`src/rtl/dmem_arb_pkg.sv`:
```
// dmem_arb_pkg: shared types and width helper for the data-memory arbiter
package dmem_arb_pkg;
  typedef enum logic {S_IDLE, S_EXT_BURST} arb_state_e;
  typedef enum logic {PORT_CPU = 1'b0, PORT_EXT = 1'b1} port_id_e;
  function automatic int clog2(input int v);
    int r;
    r = 0;
    while ((1 << r) < v) r++;
    return r;
  endfunction
endpackage

```
`src/rtl/dmem_arbiter_if.sv`:
```
// dmem_arbiter_if: CPU, external requester and datamem signals around the arbiter
interface dmem_arbiter_if #(parameter int AW = 16, parameter int DW = 16);
  logic          cpu_req;
  logic          cpu_we;
  logic [AW-1:0] cpu_addr;
  logic [DW-1:0] cpu_wdata;
  logic          cpu_stall;
  logic          cpu_rvalid;
  logic [DW-1:0] cpu_rdata;
  logic          ext_req;
  logic          ext_lock;
  logic          ext_we;
  logic [AW-1:0] ext_addr;
  logic [DW-1:0] ext_wdata;
  logic          ext_gnt;
  logic          ext_rvalid;
  logic [DW-1:0] ext_rdata;
  logic [AW-1:0] mem_addr;
  logic          mem_we;
  logic          mem_re;
  logic [DW-1:0] mem_wdata;
  logic [DW-1:0] mem_rdata;
  modport slave (
    input  cpu_req, cpu_we, cpu_addr, cpu_wdata,
    output cpu_stall, cpu_rvalid, cpu_rdata,
    input  ext_req, ext_lock, ext_we, ext_addr, ext_wdata,
    output ext_gnt, ext_rvalid, ext_rdata,
    output mem_addr, mem_we, mem_re, mem_wdata,
    input  mem_rdata
  );
  modport master (
    output cpu_req, cpu_we, cpu_addr, cpu_wdata,
    input  cpu_stall, cpu_rvalid, cpu_rdata,
    output ext_req, ext_lock, ext_we, ext_addr, ext_wdata,
    input  ext_gnt, ext_rvalid, ext_rdata,
    input  mem_addr, mem_we, mem_re, mem_wdata,
    output mem_rdata
  );
endinterface

```
`src/rtl/dmem_arb_starve_ctr.sv`:
```
// dmem_arb_starve_ctr: saturating wait counter that flags when EXT has waited LIMIT cycles
module dmem_arb_starve_ctr
  import dmem_arb_pkg::*;
#(
  parameter int LIMIT = 8
) (
  input  logic clk,
  input  logic reset,
  input  logic inc,
  input  logic clr,
  output logic sat
);
  localparam int W = clog2(LIMIT + 1);
  logic [W-1:0] cnt;
  assign sat = cnt == W'(LIMIT);
  // count waiting cycles, holding at LIMIT until EXT is served or withdraws
  always_ff @(posedge clk) begin
    if (reset || clr) cnt <= '0;
    else if (inc && !sat) cnt <= cnt + 1'b1;
  end
endmodule

```
`src/rtl/dmem_arbiter.sv`:
```
// dmem_arbiter: shares single-port datamem between CPU and EXT; DMEM_ARB_PERF_EN adds perf counters
module dmem_arbiter
  import dmem_arb_pkg::*;
#(
  parameter int MAX_BURST    = 4,
  parameter int STARVE_LIMIT = 8
) (
  input logic clk,
  input logic reset,
  dmem_arbiter_if.slave bus
`ifdef DMEM_ARB_PERF_EN
  ,
  output logic [31:0] perf_stall_cnt,
  output logic [31:0] perf_ext_beats
`endif
);
  localparam int BW = clog2(MAX_BURST + 1);
  arb_state_e state;
  logic [BW-1:0] beatCnt;
  logic rdPend;
  port_id_e rdPort;
  logic starveSat, burstCont, extGnt, cpuGnt, starveInc;
  dmem_arb_starve_ctr #(.LIMIT(STARVE_LIMIT)) starveCtr (
    .clk  (clk),
    .reset(reset),
    .inc  (starveInc),
    .clr  (!starveInc),
    .sat  (starveSat)
  );
  // grant: burst continuation beats the CPU, otherwise starved EXT, then CPU, then EXT
  always_comb begin
    burstCont = bus.ext_req && bus.ext_lock && (beatCnt < BW'(MAX_BURST));
    extGnt = (state == S_EXT_BURST) ? burstCont : bus.ext_req && (starveSat || !bus.cpu_req);
    cpuGnt = bus.cpu_req && !extGnt;
    starveInc = bus.ext_req && !extGnt;
  end
  assign bus.cpu_stall  = bus.cpu_req && !cpuGnt;
  assign bus.ext_gnt    = extGnt;
  assign bus.mem_we     = extGnt ? bus.ext_we : cpuGnt && bus.cpu_we;
  assign bus.mem_re     = extGnt ? !bus.ext_we : cpuGnt && !bus.cpu_we;
  assign bus.mem_addr   = extGnt ? bus.ext_addr : cpuGnt ? bus.cpu_addr : '0;
  assign bus.mem_wdata  = extGnt ? bus.ext_wdata : cpuGnt ? bus.cpu_wdata : '0;
  assign bus.cpu_rvalid = rdPend && rdPort == PORT_CPU;
  assign bus.ext_rvalid = rdPend && rdPort == PORT_EXT;
  assign bus.cpu_rdata  = bus.cpu_rvalid ? bus.mem_rdata : '0;
  assign bus.ext_rdata  = bus.ext_rvalid ? bus.mem_rdata : '0;
  // burst FSM with beat count, plus the read tag steering next-cycle data
  always_ff @(posedge clk) begin
    if (reset) begin
      state   <= S_IDLE;
      beatCnt <= '0;
      rdPend  <= 1'b0;
      rdPort  <= PORT_CPU;
    end else begin
      state   <= (extGnt && bus.ext_lock) ? S_EXT_BURST : S_IDLE;
      beatCnt <= (extGnt && bus.ext_lock) ? beatCnt + 1'b1 : '0;
      rdPend  <= bus.mem_re;
      rdPort  <= extGnt ? PORT_EXT : PORT_CPU;
    end
  end
`ifdef DMEM_ARB_PERF_EN
  // free-running event counters, wrapping at 2^32
  always_ff @(posedge clk) begin
    if (reset) begin
      perf_stall_cnt <= '0;
      perf_ext_beats <= '0;
    end else begin
      perf_stall_cnt <= perf_stall_cnt + 32'(bus.cpu_stall);
      perf_ext_beats <= perf_ext_beats + 32'(extGnt);
    end
  end
`endif
endmodule

```
`src/flat_wrapper.sv`:
```
// flat-port wrapper written by rule: the top's interface ports become plain ports
module dmem_arbiter_flat import dmem_arb_pkg::*;
#(
  parameter int MAX_BURST    = 4,
  parameter int STARVE_LIMIT = 8
)
  (clk, reset, bus_cpu_req, bus_cpu_we, bus_cpu_addr, bus_cpu_wdata, bus_cpu_stall, bus_cpu_rvalid, bus_cpu_rdata, bus_ext_req, bus_ext_lock, bus_ext_we, bus_ext_addr, bus_ext_wdata, bus_ext_gnt, bus_ext_rvalid, bus_ext_rdata, bus_mem_addr, bus_mem_we, bus_mem_re, bus_mem_wdata, bus_mem_rdata);
  dmem_arbiter_if #(.AW(16), .DW(16)) bus_i ();
  input logic clk;
  input logic reset;
  input wire logic [$bits(bus_i.cpu_req)-1:0] bus_cpu_req;
  input wire logic [$bits(bus_i.cpu_we)-1:0] bus_cpu_we;
  input wire logic [$bits(bus_i.cpu_addr)-1:0] bus_cpu_addr;
  input wire logic [$bits(bus_i.cpu_wdata)-1:0] bus_cpu_wdata;
  output wire logic [$bits(bus_i.cpu_stall)-1:0] bus_cpu_stall;
  output wire logic [$bits(bus_i.cpu_rvalid)-1:0] bus_cpu_rvalid;
  output wire logic [$bits(bus_i.cpu_rdata)-1:0] bus_cpu_rdata;
  input wire logic [$bits(bus_i.ext_req)-1:0] bus_ext_req;
  input wire logic [$bits(bus_i.ext_lock)-1:0] bus_ext_lock;
  input wire logic [$bits(bus_i.ext_we)-1:0] bus_ext_we;
  input wire logic [$bits(bus_i.ext_addr)-1:0] bus_ext_addr;
  input wire logic [$bits(bus_i.ext_wdata)-1:0] bus_ext_wdata;
  output wire logic [$bits(bus_i.ext_gnt)-1:0] bus_ext_gnt;
  output wire logic [$bits(bus_i.ext_rvalid)-1:0] bus_ext_rvalid;
  output wire logic [$bits(bus_i.ext_rdata)-1:0] bus_ext_rdata;
  output wire logic [$bits(bus_i.mem_addr)-1:0] bus_mem_addr;
  output wire logic [$bits(bus_i.mem_we)-1:0] bus_mem_we;
  output wire logic [$bits(bus_i.mem_re)-1:0] bus_mem_re;
  output wire logic [$bits(bus_i.mem_wdata)-1:0] bus_mem_wdata;
  input wire logic [$bits(bus_i.mem_rdata)-1:0] bus_mem_rdata;
  assign bus_i.cpu_req = bus_cpu_req;
  assign bus_i.cpu_we = bus_cpu_we;
  assign bus_i.cpu_addr = bus_cpu_addr;
  assign bus_i.cpu_wdata = bus_cpu_wdata;
  assign bus_cpu_stall = bus_i.cpu_stall;
  assign bus_cpu_rvalid = bus_i.cpu_rvalid;
  assign bus_cpu_rdata = bus_i.cpu_rdata;
  assign bus_i.ext_req = bus_ext_req;
  assign bus_i.ext_lock = bus_ext_lock;
  assign bus_i.ext_we = bus_ext_we;
  assign bus_i.ext_addr = bus_ext_addr;
  assign bus_i.ext_wdata = bus_ext_wdata;
  assign bus_ext_gnt = bus_i.ext_gnt;
  assign bus_ext_rvalid = bus_i.ext_rvalid;
  assign bus_ext_rdata = bus_i.ext_rdata;
  assign bus_mem_addr = bus_i.mem_addr;
  assign bus_mem_we = bus_i.mem_we;
  assign bus_mem_re = bus_i.mem_re;
  assign bus_mem_wdata = bus_i.mem_wdata;
  assign bus_i.mem_rdata = bus_mem_rdata;
  dmem_arbiter #(.MAX_BURST(MAX_BURST), .STARVE_LIMIT(STARVE_LIMIT)) u_core (.clk(clk), .reset(reset), .bus(bus_i));
endmodule
```
`config.mk`:
```
export PLATFORM = sky130hd
export DESIGN_NAME = dmem_arbiter_flat
export DESIGN_NICKNAME = d
export VERILOG_FILES = /design/src/rtl/dmem_arb_pkg.sv /design/src/rtl/dmem_arbiter_if.sv /design/src/rtl/dmem_arb_starve_ctr.sv /design/src/rtl/dmem_arbiter.sv /design/src/flat_wrapper.sv
export SDC_FILE = /design/constraint.sdc
export NUM_CORES = 1
export LEC_CHECK = 0
export CORE_MARGIN = 1.5
export CORE_UTILIZATION = 25
export CTS_CLUSTER_SIZE = 24
export DETAILED_ROUTE_END_ITERATION = 6
export PLACE_DENSITY = 0.79
export SYNTH_ARGS = -nofsm -noshare
export SYNTH_HDL_FRONTEND = slang
export SYNTH_SLANG_ARGS = --single-unit
export TNS_END_PERCENT = 1
```
`constraint.sdc`:
```
create_clock -name clk -period 1.85 [get_ports clk]
set_clock_uncertainty 0.2 [all_clocks]
set_input_delay 0.37 -clock clk [delete_from_list [all_inputs] [get_ports clk]]
set_output_delay 0.37 -clock clk [all_outputs]
set_load 0.02 [all_outputs]
```
Word level (Yosys, flattened, before mapping)
Index checks and enable logic that the tools add are counted.
{"block": "word_totals", "reg_bits": 10, "inputBits": 87, "out_inout_bits": 70, "elab_cells": 44}
{"block": "classes", "n_addsub": 2, "n_lt_le_gt_ge": 1, "eq_ne": 1, "mux": 11, "bitwise_logic": 2, "n_reduce_logical": 22}
{"cell": "16-bit two-way mux", "n": 6}
{"cell": "1-bit logical AND", "n": 12}
{"cell": "1-bit logical NOT", "n": 7}
{"cell": "1-bit two-way mux", "n": 5}
{"cell": "4-bit by 1-bit adder with 4-bit output (second input constant)", "n": 1}
{"cell": "4-bit equality test (second input constant)", "n": 1}
{"cell": "3-bit by 1-bit adder with 3-bit output (second input constant)", "n": 1}
{"cell": "3-bit less-than comparator (second input constant)", "n": 1}
{"cell": "1-bit logical OR", "n": 2}
{"cell": "1-bit inverter", "n": 2}
{"cell": "2-bit OR reduction", "n": 1}

Logic depth before layout (Yosys ltp)
{"block": "depth", "ltp_word": 8, "ltp_mapped": 7, "mapped_depth_nobuf": 6}

Hierarchy
Synthesis repeated with hierarchy kept, for this count alone.
{"block": "hier_totals", "hier_cells": 200, "area_unflattened_um2": 1378.8}
{"module": "dmem_arbiter", "n_inst": 1, "cells_each": 175, "area_each_um2": 1154.9, "seq_area_each_um2": 120.1}
{"module": "dmem_arb_starve_ctr", "n_inst": 1, "cells_each": 25, "area_each_um2": 224.0, "seq_area_each_um2": 80.1}

Least setup slack after synthesis
OpenSTA, ideal clock, no wires.
{"block": "synth_timing", "path_kind": "reg-to-output", "startpoint": "reg u_core.starveCtr.cnt[0]", "endpoint": "out bus_mem_addr[0]", "arrival_time_ps": 1635, "t_required_ps": 1280, "setup_slack_ps": -355, "stages_incl_launch_ff": 8, "path_buffers": 2, "path_cell_list": "dfxtp_1 -> inv_1 -> ha_1 -> nand3b_1 -> a221o_1 -> buf_6 -> buf_6 -> mux2i_1"}
{"block": "synth_between", "elab_chain_cells": 8}
{"item": "from (decl)", "line": "dmem_arb_starve_ctr.sv:14", "rtl": "logic [W-1:0] cnt;"}
{"item": "from (signal assigned)", "line": "dmem_arb_starve_ctr.sv:19", "rtl": "else if (inc && !sat) cnt <= cnt + 1'b1;"}
{"item": "4-bit equality test *", "line": "dmem_arb_starve_ctr.sv:15", "rtl": "assign sat = cnt == W'(LIMIT);"}
{"item": "1-bit logical OR *", "line": "dmem_arbiter.sv:33", "rtl": "extGnt = (state == S_EXT_BURST) ? burstCont : bus.ext_req && (starveSat || !bus.cpu_req);"}
{"item": "1-bit logical AND *", "line": "dmem_arbiter.sv:33"}
{"item": "1-bit two-way mux *", "line": "dmem_arbiter.sv:33"}
{"item": "1-bit logical NOT", "line": "dmem_arbiter.sv:34", "rtl": "cpuGnt = bus.cpu_req && !extGnt;"}
{"item": "1-bit logical AND", "line": "dmem_arbiter.sv:34"}
{"item": "16-bit two-way mux", "line": "dmem_arbiter.sv:41", "rtl": "assign bus.mem_addr = extGnt ? bus.ext_addr : cpuGnt ? bus.cpu_addr : '0;"}
{"item": "16-bit two-way mux *", "line": "dmem_arbiter.sv:41"}
{"item": "to (decl)", "line": "flat_wrapper.sv:26", "rtl": "output wire logic [$bits(bus_i.mem_addr)-1:0] bus_mem_addr;"}
Every way passes the cells marked *; elsewhere a longest branch is shown, timed or not.

Final worst setup path
{"block": "layout_timing", "startpoint": "reg u_core.starveCtr.cnt[1]", "endpoint": "out bus_mem_addr[14]"}
Same word-level chain as after synthesis.

==> qor.yml <==
status:
  outcome: "finished with violations"
  failed_checks: "negative setup slack"
run:
  maxCapViolations: 0
synthesis:
  ys_warn_count: 0
  avgSynthCellArea_um2: 6.96
  synthSimpleGateAreaFrac: 0.345
  synth_cells: 193
  synth_most_common_cell: "inv_1"
  synthFlopType: "dfxtp_1"
  synth_top_area_frac: 0.261
  synthAdderAreaFrac: 0.0280
  netlist_area_um2: 1340
  synth-xor-area-share: 0.0196
  syn_nets: 283
  yosysUniqueCellTypes: 22
  synth_mux_area_frac: 0.269
  synth.area.top_cells: "mux2i_1, dfxtp_1, inv_1"
  yosysSeqAreaShare: 0.149
  synth_compound_area_frac: 0.0130
  ys_ff_latch: 10
  ys_top_cells_by_count: "inv_1, mux2i_1, nand2_1"
  ys_async_sr_fraction: 0
  synth_enable_flop_cells: 0
  synth_top_area_cell: "mux2i_1"
  synth_top_family_by_area: "simple AND/OR/NAND/NOR gates"
cells_and_area:
  post-route-util: 0.723
  post_layout_nonfiller_instances: 441
  drive_above_1_share: 0.410
  antenna_cells: 0
  finalNetCount: 462
  fin_area_um2: 3720
  multi_input_area_um2: 1380
  syn2layout_area_growth_pct: 177
  nFillCells: 438
  regArea_um2: 203
sta:
  finalWorstSetupSlack_ns: -0.614
  relSlewSlack: 0.759
  fin_crit_sh: 1.33
  timing_hold_violations_final: 0
  period_needed_ns: 2.46
  tns_ns: -22.64
  rsz0062_at_grt: "yes"
  tightest_slew_ns: 0.361
  setup_viol: 45
  max_freq_ghz: 0.406
  slew_viol_final: 0
clock_tree:
  clock-sinks: 10
  clock_latency_ns: 0.24
  htree_levels: 1
  root_buffer: "clkbuf_8"
  clockBufferDepth: 2
  clk_pin_slew_ns: 0.05
  cts_tree: "built"
  numCtsBuffers: 3
  cts_hold_buf: 0
route:
  vias: 1950
  routed_wirelength_um: 6300
  drt-pass1-iter-count: 4
  ant_nets: 0
  avgViaCountPerCell: 4.42
  wl_per_cell_um: 14.3
  drt_iter0_drc: 52
  drcViolationCount: 0
pwr:
  ir_drop_mv: 0.401
  power.total_mw: 1.39
  leakagePower_nw: 1.77
  power_frac_comb: 0.632
  p_per_area_nw_per_um2: 373
  switching_share: 0.339
  p_switching_uw: 470
  p_int_uw: 915
  p_seq_frac: 0.163
  clkPwrFrac: 0.205
critical_path:
  rrSetupSlack_ns: -0.31
  crit_type: "reg2out"
  crit_fanout: 7
  cp-startpoint: "u_core.starveCtr.cnt[1]$_SDFFE_PP0P_"
  cp_data_required_time_ns: 1.28
  reg2reg_depth: 14
  end_kind: "primary output"
  r2r_end: "u_core.starveCtr.cnt[1]$_SDFFE_PP0P_"
  worstSetupEndpoint: "bus_mem_addr[14]"
  start_kind: "flop"
  timing.rr.start: "u_core.starveCtr.cnt[1]$_SDFFE_PP0P_"
  arrival_ns: 1.89
placed_design:
  globalplace.congestion: 0.756
  dp_hpwl_um: 4840
  port_buffers: 156
  place_area_um2: 3520
  dpl.cell_count: 425
grt:
  grt_overflow_total: 0
  grtUsageTotal: 0.219
  grt_pass1_wl_um: 10300
  grt_pass1_vias: 2075
  antenna_found_initial: 0
  grt_max_degree: 36
die:
  coreArea_um2: 5140
  ios: 157
  design.die.area_um2: 5820
  start_util: 0.261
  die_x_um: 76.3
  dieHeight_um: 76.3
  rows: 26
min_path:
  hold_path_class: "reg2reg"
-- cell type report --
class	instances	area share
clock buffer	4	0.0148
sequential	10	0.0545
inverter	39	0.0407
multi-input combinational	132	0.370
tap	70	0.0236
timing repair buffer	186	0.496
-- power groups by stage --
stage          Sequential [mW]  Clock, mW  Combinational (mW)
6_report                 0.226      0.284               0.875
5_1_grt                  0.226      0.300               0.924
3_3_place_gp             0.229          0               0.818
2_1_floorplan            0.232          0               0.438
4_1_cts                  0.225      0.291               0.878
3_5_place_dp             0.229          0               0.831
-- per-layer routing --
metal	wire length (µm)	GRT usage	up-vias
li1	-	-	966
met1	2260	0.223	883
met2	3480	0.440	91
met3	461	0.0527	10
met4	106	0.0537	0
met5	0	0	-
-- cell usage in the layout (no fill, tap or decap), types with 2 or more instances in the layout --
cell type and n:
nand3b_1 2, clkdlybuf4s50_1 84, inv_2 2, nand2b_1 5, xnor2_1 2, buf_6 48
ha_1 2, mux2i_4 34, buf_16 3, buf_12 3, clkdlybuf4s15_2 6, buf_4 12
inv_1 36, dlygate4sd2_1 3, dfxtp_1 8, dfxtp_2 2, nor2_1 3, and2_1 17
clkbuf_2 5, clkbuf_8 4, nor3_2 3, buf_2 22, nor3_1 4, and3_1 16
nor2b_2 2, nand2_1 34
-- worst min path at each step --
stage | slack, ns | startpoint | endpoint | cells after the start
floorplan | 0.22 | u_core.beatCnt[0]$_SDFF_PP0_ | u_core.beatCnt[0]$_SDFF_PP0_ | 1
global placement | 0.22 | u_core.beatCnt[0]$_SDFF_PP0_ | u_core.beatCnt[0]$_SDFF_PP0_ | 1
detailed placement | 0.23 | u_core.beatCnt[0]$_SDFF_PP0_ | u_core.beatCnt[0]$_SDFF_PP0_ | 1
CTS | 0.24 | u_core.beatCnt[0]$_SDFF_PP0_ | u_core.beatCnt[0]$_SDFF_PP0_ | 1
global route | 0.25 | u_core.beatCnt[0]$_SDFF_PP0_ | u_core.beatCnt[0]$_SDFF_PP0_ | 1
finish | 0.24 | u_core.beatCnt[0]$_SDFF_PP0_ | u_core.beatCnt[0]$_SDFF_PP0_ | 1
-- critical path, cell delays in order (launching register included) --
cell and delay (ns):
dfxtp_2 0.32, inv_2 0.07, ha_4 0.13, nand3b_1 0.11, a221o_4 0.49, buf_12 0.20
mux2i_4 0.19, buf_6 0.13
-- stage by stage --
stage | hold WS [ns] | setup slack (ns)
finish | 0.242 | -0.614
global route | 0.249 | -0.661
CTS | 0.242 | -0.656
detailed placement | 0.229 | -1.14
global placement | 0.225 | -1.11
floorplan | 0.219 | -0.241
-- kinds of logic after synthesis --
group           count (synthesis)
mux                            36
flops                          10
xor+xnor                        3
compound gates                  2
simple gates                   88
buf+inv                        51
fa+ha+maj                       3
-- flip-flops by register name, summed over array words and instances (netlist names) --
register / count
u_core.starveCtr.cnt: 4
u_core.beatCnt: 3
u_core.rdPend: 1
u_core.rdPort: 1
u_core.state: 1
-- what timing repair did --
action / CTS / global route
setup buffers: 10 / 1
cloned: 3 / 0
pin swaps: 2 / 4
resized for setup: 316 / 36
setup endpoints to repair: 79 / 65
(Power assumes the default switching activity.)
==> patch: new RTL, same settings <==
`DW` is set to 16 in 2 places; all go to 20.
--- a/src/rtl/dmem_arbiter_if.sv
+++ b/src/rtl/dmem_arbiter_if.sv
@@ -1,3 +1,3 @@
 // dmem_arbiter_if: CPU, external requester and datamem signals around the arbiter
-interface dmem_arbiter_if #(parameter int AW = 16, parameter int DW = 16);
+interface dmem_arbiter_if #(parameter int AW = 16, parameter int DW = 20);
   logic          cpu_req;
--- a/src/flat_wrapper.sv
+++ b/src/flat_wrapper.sv
@@ -7,3 +7,3 @@
   (clk, reset, bus_cpu_req, bus_cpu_we, bus_cpu_addr, bus_cpu_wdata, bus_cpu_stall, bus_cpu_rvalid, bus_cpu_rdata, bus_ext_req, bus_ext_lock, bus_ext_we, bus_ext_addr, bus_ext_wdata, bus_ext_gnt, bus_ext_rvalid, bus_ext_rdata, bus_mem_addr, bus_mem_we, bus_mem_re, bus_mem_wdata, bus_mem_rdata);
-  dmem_arbiter_if #(.AW(16), .DW(16)) bus_i ();
+  dmem_arbiter_if #(.AW(16), .DW(20)) bus_i ();
   input logic clk;
Interface: changed (6 resized); port bits go from 157 to 181. No check against the original RTL was run, so the function may have changed too.
==> patch against the unedited design <==
  * Routed wire length is essentially flat
  * Cell area grew 4.9%
  * Power grew 3.2%
  * Hold slack lost 13 ps
  * First-iteration DRC count shrank 9.6%
  * Sequential cell count is the same
  * The flow still finishes with violations (setup timing)
  * Setup slack gained 62 ps
  * Area after synthesis grew 8.6%
  * Highest routed layer unchanged
  * Critical path depth is the same
==> patch: results (changes against the unedited design) <==
Layout
  – Layout Cells excl Fill: 477 (+8.2%)
  – Inverters: 43 (+10%)
  – Fraction of area in multi-input gates: 37.6% (+0.54 points)
  – Area growth syn-to-layout: 167%
  – Buffering overhead: 49.2% (-0.37 points)
  – Bufs w/o clock: 201 (+8.1%)
  – Clk tree area frac: 1.41% (-0.069 points)
  – Share of layout cells above drive strength 1: 37.8% (-3.2 points)
  – Layout Nets: 508 (+10%)
  – Sequential portion of the cell area: 5.20% (-0.26 points)
  – Fill count: 447 (+2.1%)

Detailed routing
  – DR vias: 2092 (+7.3%)
  – Initial DRC count: 47 (-9.6%)
  – Final wirelength: 6300 um (about the same)
  – Met3 wire length: 715 um (+55%)
  – Met1 Wirelength: 2050 um (-9.0%)

Critical path
  – Worst setup endpoint: bus_mem_wdata[15]
  – FF-to-FF path depth: 8 (-6)
  – CP max FO: 8 (+1)
  – RR Endpoint: u_core.rdPend$_SDFF_PP0_
  – CP peak stage delay: 440 ps (-50 ps)
  – Arrival @ worst endpoint: 1830 ps (-60 ps)

Synthesis
  – Yosys top cell area share: 26.8% (+0.69 points)
  – Post-synthesis compound-gate area fraction: 0.687% (-0.62 points)
  – Multiplexer share of the synthesized area: 27.6% (+0.62 points)
  – Xor-xnor portion of the synthesized cell area: 2.40% (+0.45 points)
  – Sequential fraction of the synthesis area: 13.7% (-1.2 points)
  – Largest cells by area after synthesis: mux2i_1, dfxtp_1, inv_1

Status
  – Failing checks: setup timing
  – Status: complete, but fails checks

Global route
  – Largest net degree at the start of global routing: 40 (+11%)
  – M1 GR Usage: 17.5% (-4.8 points)
  – Met2 usage in global routing: 40.3% (-3.8 points)
  – Tot GR Track Use: 19.9% (-2.1 points)
  – GRT met3 Usage: 6.78% (+1.5 points)

Pwr
  – P_sw: 489 uW (+4.1%)
  – Worst IR Drop VDD: 0.248 mV (-38%)
  – Power share of the combinational group: 64.8% (+1.6 points)
  – Leak Pwr: 1.90 nW (+7.7%)
  – Power Clock: 278 uW (-2%)

Place
  – Dpl hpwl: 5200 um (+7.4%)
  – Pre-CTS setup slack: -1180 ps (-37.7 ps)
  – Port Buf Inserts: 180 (+15%)

Timing
  – Setup violators final: 41 (-8.9%)
  – Setup TNS: -20580 ps (+2060 ps)
  – Setup WS post-layout: -551 ps (+62.4 ps)
  – Slew margin rel.: 74.0% (-2.0 points)
  – Min Hold Slack: 229 ps (-13.0 ps)
==> patch: cell count changes in the layout (fill, tap and decap cells not counted), moves of 3 or more <==
| cell | unedited run | this run |
|---|---|---|
| mux2i_1 | 1 | 4 |
| nand2_1 | 34 | 38 |
| clkdlybuf4s50_1 | 84 | 95 |
| and2_1 | 17 | 21 |
| buf_4 | 12 | 20 |
| clkdlybuf4s15_2 | 6 | 14 |
| inv_1 | 36 | 40 |
| buf_6 | 48 | 38 |
| and3_1 | 16 | 20 |
| nor3_1 | 4 | 7 |
==> patch: critical path, delay by kind of cell (launching register included) <==
family / cells / cell delay, ps
buffers and inverters: 3 / 410
adder cells (fa/ha/maj): 1 / 130
AO/OA/AOI/OAI: 1 / 440
flip-flops: 1 / 320
multiplexers: 1 / 200
AND/OR/NAND/NOR: 1 / 80
==> patch: logic make-up after synthesis <==
kind of cell | Yosys count
and+or+nand+nor | 99
AOI/OAI and AO/OA | 1
buffers and inverters | 58
DFF | 10
adders and majority gates | 3
xor gates and xnor gates | 4
muxes | 40
